`src/rtl/unified_mem_arbiter.sv`:
```
// unified_mem_arbiter: shares one instruction/data memory between the fetch and MEM stages.
// Data requests take priority, but fetch is forced after STARVE_MAX back-to-back data grants.
module unified_mem_arbiter #(
    parameter int MEM_LAT    = 2,
    parameter int STARVE_MAX = 2
) (
    input  logic        clk,
    input  logic        rst,
    input  logic        if_req,
    input  logic [31:0] if_addr,
    output logic [31:0] if_rdata,
    output logic        if_valid,
    output logic        if_stall,
    input  logic        d_req,
    input  logic        d_we,
    input  logic [31:0] d_addr,
    input  logic [31:0] d_wdata,
    input  logic [1:0]  d_size,
    output logic [31:0] d_rdata,
    output logic        d_valid,
    output logic        d_stall,
    output logic        m_en,
    output logic        m_we,
    output logic [31:0] m_addr,
    output logic [31:0] m_wdata,
    output logic [1:0]  m_size,
    input  logic [31:0] m_rdata,
    output logic        busy
);
    localparam int SW = $clog2(STARVE_MAX + 2);
    localparam logic [1:0] LAST = 2'(MEM_LAT - 1);
    localparam logic [SW-1:0] SMAX = SW'(STARVE_MAX);
    typedef enum logic [1:0] {IDLE, BUSY_I, BUSY_D, RESP} state_t;
    state_t        state;
    logic [1:0]    lat_cnt;
    logic [SW-1:0] starve_cnt;
    logic          grant_d;
    assign grant_d  = d_req && (!if_req || starve_cnt < SMAX);
    assign if_stall = if_req & ~if_valid;
    assign d_stall  = d_req & ~d_valid;
    // The m_* registers double as the latched command; they are zero outside the access window.
    always_ff @(posedge clk or posedge rst) begin
        if (rst) begin
            state      <= IDLE;
            lat_cnt    <= '0;
            starve_cnt <= '0;
            if_rdata   <= '0;
            if_valid   <= 1'b0;
            d_rdata    <= '0;
            d_valid    <= 1'b0;
            m_en       <= 1'b0;
            m_we       <= 1'b0;
            m_addr     <= '0;
            m_wdata    <= '0;
            m_size     <= '0;
            busy       <= 1'b0;
        end else begin
            case (state)
                IDLE: begin
                    lat_cnt <= '0;
                    if (grant_d) begin
                        state      <= BUSY_D;
                        busy       <= 1'b1;
                        m_en       <= 1'b1;
                        m_we       <= d_we;
                        m_addr     <= d_addr;
                        m_wdata    <= d_wdata;
                        m_size     <= d_size;
                        starve_cnt <= if_req ? starve_cnt + 1'b1 : '0;
                    end else if (if_req) begin
                        state      <= BUSY_I;
                        busy       <= 1'b1;
                        m_en       <= 1'b1;
                        m_addr     <= if_addr;
                        starve_cnt <= '0;
                    end else begin
                        starve_cnt <= '0;
                    end
                end
                BUSY_I, BUSY_D: begin
                    lat_cnt <= lat_cnt + 1'b1;
                    if (lat_cnt == LAST) begin
                        lat_cnt <= '0;
                        state   <= RESP;
                        m_en    <= 1'b0;
                        m_we    <= 1'b0;
                        m_addr  <= '0;
                        m_wdata <= '0;
                        m_size  <= '0;
                        // A fetch withdrawn before capture was flushed by a branch: drop the result.
                        if (state == BUSY_I && if_req) begin
                            if_rdata <= m_rdata;
                            if_valid <= 1'b1;
                        end
                        if (state == BUSY_D) begin
                            d_valid <= 1'b1;
                            if (!m_we) d_rdata <= m_rdata;
                        end
                    end
                end
                default: begin
                    state    <= IDLE;
                    busy     <= 1'b0;
                    if_valid <= 1'b0;
                    d_valid  <= 1'b0;
                end
            endcase
        end
    end
endmodule

```
`config.mk`:
```
export PLATFORM = sky130hd
export DESIGN_NAME = unified_mem_arbiter
export DESIGN_NICKNAME = d
export VERILOG_FILES = /design/src/rtl/unified_mem_arbiter.sv
export SDC_FILE = /design/constraint.sdc
export NUM_CORES = 1
export LEC_CHECK = 0
export ABC_AREA = 0
export CAP_MARGIN = 5
export CORE_UTILIZATION = 38
export CTS_CLUSTER_SIZE = 10
export DETAILED_ROUTE_END_ITERATION = 10
export GPL_ROUTABILITY_DRIVEN = 0
export HOLD_SLACK_MARGIN = 0.1
export PLACE_DENSITY = 0.84
export SLEW_MARGIN = 30
export SYNTH_ARGS = -nofsm -noshare
export SYNTH_HDL_FRONTEND = slang
export SYNTH_SLANG_ARGS = --single-unit
```
`constraint.sdc`:
```
create_clock -name clk -period 4.8 [get_ports clk]
set_input_delay 0.96 -clock clk [delete_from_list [all_inputs] [get_ports clk]]
set_output_delay 0.96 -clock clk [all_outputs]
set_load 0.005 [all_outputs]
```
Word level (Yosys, flattened, before mapping)

Cells that the tools add are included.

Add/subtract/negate cells: 2
Order comparisons: 1
Eq/ne operators: 8
Mux-type cells: 30
Bitwise logic cells: 7
Reductions and logical operators: 15

Operator list:

| kind                                                                  | count |
|---|---|
| 32-bit 2-to-1 mux                                                     | 4 |
| 32-bit one-hot mux with 2 select lines                                | 2 |
| 2-bit 2-to-1 mux                                                      | 8 |
| 3-bit AND reduction                                                   | 5 |
| 2-bit one-hot mux with 2 select lines                                 | 3 |
| 1-bit one-hot mux with 2 select lines                                 | 5 |
| 1-bit 2-to-1 mux                                                      | 8 |
| 2-bit inequality test, second input constant                          | 4 |
| 1-bit inverter                                                        | 5 |
| 2-bit by 1-bit adder with 2-bit output, second input constant         | 2 |
| 2-bit by 1-bit equality test with 1-bit output, second input constant | 2 |
| 2-bit AND reduction                                                   | 2 |
| 4-bit AND reduction                                                   | 1 |
| 3-bit inequality test, second input constant                          | 1 |
| 1-bit AND                                                             | 2 |
| 2-bit equality test, second input constant                            | 1 |
| 1-bit logical AND                                                     | 2 |
| 2-bit zero test                                                       | 1 |
| 2-bit less-than comparator, second input constant                     | 1 |
| 2-bit nonzero test                                                    | 1 |
| 2-bit OR reduction                                                    | 1 |
| 1-bit zero test                                                       | 1 |
| 1-bit logical OR                                                      | 1 |

Register bits after elaboration: 141
Output and inout bits: 137
Word-level logic and storage cells: 76

Depth between registers and ports, before layout

Depth in word-level cells: 5
Gate-level depth with buffers: 7
Depth with buffers taken out: 5

Worst setup path after synthesis

No wires, ideal clock.

Kind: in2out
Start point: input if_req
End point: output if_stall
Arrival time: 1,277 ps
Slack: 2,563 ps
Stages on the path: 2
Buffers on the path: 1
Cells stage by stage: buf_2 > nor2b_1

Word-level cells in the longest chain between the ends: 1

RTL lines:

| element            | line | source |
|---|---|---|
| start: declaration | 9    | `input logic if_req,` |
| 1-bit AND          | 39   | `assign if_stall = if_req & ~if_valid;` |
| end: declaration   | 13   | `output logic if_stall,` |

Every way passes these cells.

Worst setup path in the final report

Same ends and word-level chain as after synthesis.

==> results.txt <==
Worst Path Arrival -> 2.46 ns
TritonCTS buffer count -> 17
Gate Count Post-Synth -> 459
Final wirelength -> 15.33 mm
Crit-path most repeated cell -> clkdlybuf4s50_1
Crit Path Max Fanout -> 8
DRC -> 0
ANT cells -> 0
Logic pwr share -> 42.3%
Cell with the most instances after synthesis -> dfrtp_1
R2R cell count -> 6
Initial antenna violation count -> 0
Warnings, synthesis -> 0
Overflow after GRT -> 0
Worst Tran Pin Value -> 0.8780 ns
Top cells by count, synth -> dfrtp_1, mux2_2, inv_1
Crit path kind -> input port to output pin
CTS clk-pin slew, worst paths -> 0.05 ns
HPWL Detailed -> 10.98 mm
Final setup margin -> 1.378 ns
Share of flip-flops with an asynchronous set or reset -> 100.0%
Buf/Inv on CP -> 2
Critical-path top delay cell -> clkdlybuf4s50_1
Mapped Nets -> 599
Crit. path cell count -> 3
Via count -> 4,654
Psw -> 0.001831 W
Status -> complete, no violations
Layout cells sized above 1 -> 13.88%
Pin count of the biggest net entering global routing -> 95
Number of global-route vias before repair -> 4,870
Pint -> 0.003985 W
Leakage -> 4.062 nW
Clock Skew -> 0.008835 ns
Post-CTS sizing -> 0
Post-route ant nets -> 0
IO Count -> 272
Syn Std Cell Area -> 5944 um^2
Area of the multi-input gates -> 2118 um^2
DIE WIDTH -> 127.1 um
Layout fillers -> 1,142
Kind of start point of the critical path -> input port
Total Nets Final -> 862
Vias per std cell -> 4.920
Post-CTS Setup Inserts -> 0
Wire per inst -> 16.21 um
Non-Filler Instances -> 946
CTS H-tree depth -> 4
Sequential Power Share -> 34.4%
Sw Share -> 31.48%
Required time worst endpoint -> 3.84 ns
P per Cell Area -> 614.2 nW/um^2
Total negative setup slack -> 0 ns
Number of cell rows -> 45
Mean Syn Cell Area -> 12.95 um^2
EDFF count, synth -> 0
Starting Density -> 38.96%
Max VDD drop -> 0.0003026 V
Core Box Area -> 15,260 um^2
DRT Pass-1 Iters -> 7
Worst stage delay on the critical path -> 0.77 ns
Worst skew pair latency -> 0.42 ns
Syn-to-layout area delta -> 59.27%
Hold_buf cts -> 0
Worst Setup End Kind -> output pin
Normalized max-slew margin -> 41.47%
Number of port buffers -> 271
Commonest register cell after synthesis -> dfrtp_1
Clk pwr share -> 23.3%
GRT Util Overall -> 19.25%
Type of the worst min-delay path -> register to register
Worst path top cell family by delay -> buffers and inverters
Yosys cell types -> 40
Crit path time final -> 3.422 ns
Final setup viols -> 0
Fin. max-slew vios -> 0
CTS max path bufs -> 2
Storage cell area -> 3528 um^2
Worst-path cell chain -> clkdlybuf4s50_1, nor2b_1, clkdlybuf4s50_1
Synth Register Bits -> 141
Clock Tree Root -> clkbuf_16
Top cell type's share of synthesized area -> 59.36%
CTS sink cnt -> 141
Max-cap violations -> 0
RSZ-0062 raised after global routing -> false
Synth area leader -> dfrtp_1
Tcrit/Tclk final -> 71.30%
Placed Instances -> 913
First-pass GRT wire length -> 24.27 mm
Main area contributors after synthesis -> dfrtp_1, mux2_2, mux2i_1, o2bb2ai_1, nand4_1
Pre-CTS setup slack -> 1.380 ns
Final hold violation count -> 0
Hold depth -> 1
Die area -> 16,150 um^2
Sequential area share after synthesis -> 59.36%
Drt first-iter violations -> 181
CTS tree -> yes
Die extent in y -> 127.1 um
Maximum operating frequency -> 0.2922 GHz
-- stage by stage --
step / power [W] / instance area (um^2) / util, % / hold slack [ns]
after floorplan: 0.003105 / 5944 / - / 0.4794
after global placement: 0.004348 / 8795 / 57.64 / 0.4679
after detailed placement: 0.004491 / 8823 / 57.83 / 0.4735
after CTS: 0.005875 / 9440 / 61.87 / 0.4877
after global routing: 0.006156 / 9468 / 62.05 / 0.5017
final: 0.005816 / 9468 / 62.05 / 0.4845
-- path summary, 6_finish.rpt --
path | startpoint | slack [ns] | end
min in group asynchronous | rst | 0.86 | d_rdata[6]
max in group asynchronous | rst | 2.90 | m_addr[4]
worst max register to register | state[1] | 2.42 | m_addr[25]
worst min register to register | d_rdata[25] | 0.48 | d_rdata[25]
worst min-delay path | d_rdata[25] | 0.48 | d_rdata[25]
worst max-delay path | if_req | 1.38 | if_stall
-- power by group through the flow --
stage | combinational, W | clock (W) | sequential (W)
5_1_grt | 0.00265 | 0.00144 | 0.00206
6_report | 0.00246 | 0.00136 | 0.00200
2_1_floorplan | 0.00109 | 0 | 0.00201
3_3_place_gp | 0.00237 | 0 | 0.00198
4_1_cts | 0.00249 | 0.00138 | 0.00200
3_5_place_dp | 0.00249 | 0 | 0.00201
-- per-layer routing --
| layer | vias to the layer above | share of wire, % | global-route usage (%) |
|---|---|---|---|
| li1 | 2174 | - | - |
| met1 | 2265 | 41 | 22.04 |
| met2 | 189 | 51 | 33.61 |
| met3 | 26 | 6.5 | 6.030 |
| met4 | 0 | 2.1 | 7.493 |
| met5 | - | 0 | 0 |
-- cells in the final DEF, fill, tap and decap left out, types with 4 or more instances in the layout --
cell type,synthesis,layout
buf_4,9,5
clkbuf_16,0,17
clkdlybuf4s50_1,0,271
dfrtp_1,141,141
ha_1,5,5
inv_1,41,40
inv_6,0,4
mux2_1,8,8
mux2_2,56,56
mux2i_1,33,33
nand2b_1,5,5
nand4_1,36,36
o21ai_0,27,27
o21ai_1,12,12
o2bb2ai_1,33,33
-- state kept, by name, indices dropped and copies added, names as in the netlist --
name        cells
if_valid        1
m_size          2
if_rdata       32
starve_cnt      2
m_en            1
state           2
m_we            1
d_valid         1
d_rdata        32
m_addr         32
m_wdata        32
lat_cnt         2
busy            1
-- cells by family after synthesis --
kind of cell             count (synthesis)  share of synthesized area, %
AO/OA/AOI/OAI                           86                         10.36
adder cells (fa/ha/maj)                  5                         1.052
buffers and inverters                   75                         5.683
flip-flops                             141                         59.36
multiplexers                            97                         17.68
AND/OR/NAND/NOR                         55                         5.873
-- final cells by class --
| cell class | count | share of cell area [%] |
|---|---|---|
| clock buffers | 21 | 4.863 |
| well taps | 211 | 2.788 |
| flip-flops and latches | 141 | 37.27 |
| inverters | 42 | 1.718 |
| clock inverters | 11 | 1.652 |
| repair buffers | 277 | 29.34 |
| multi-input cells | 243 | 22.37 |
(Power assumes the default switching activity.)
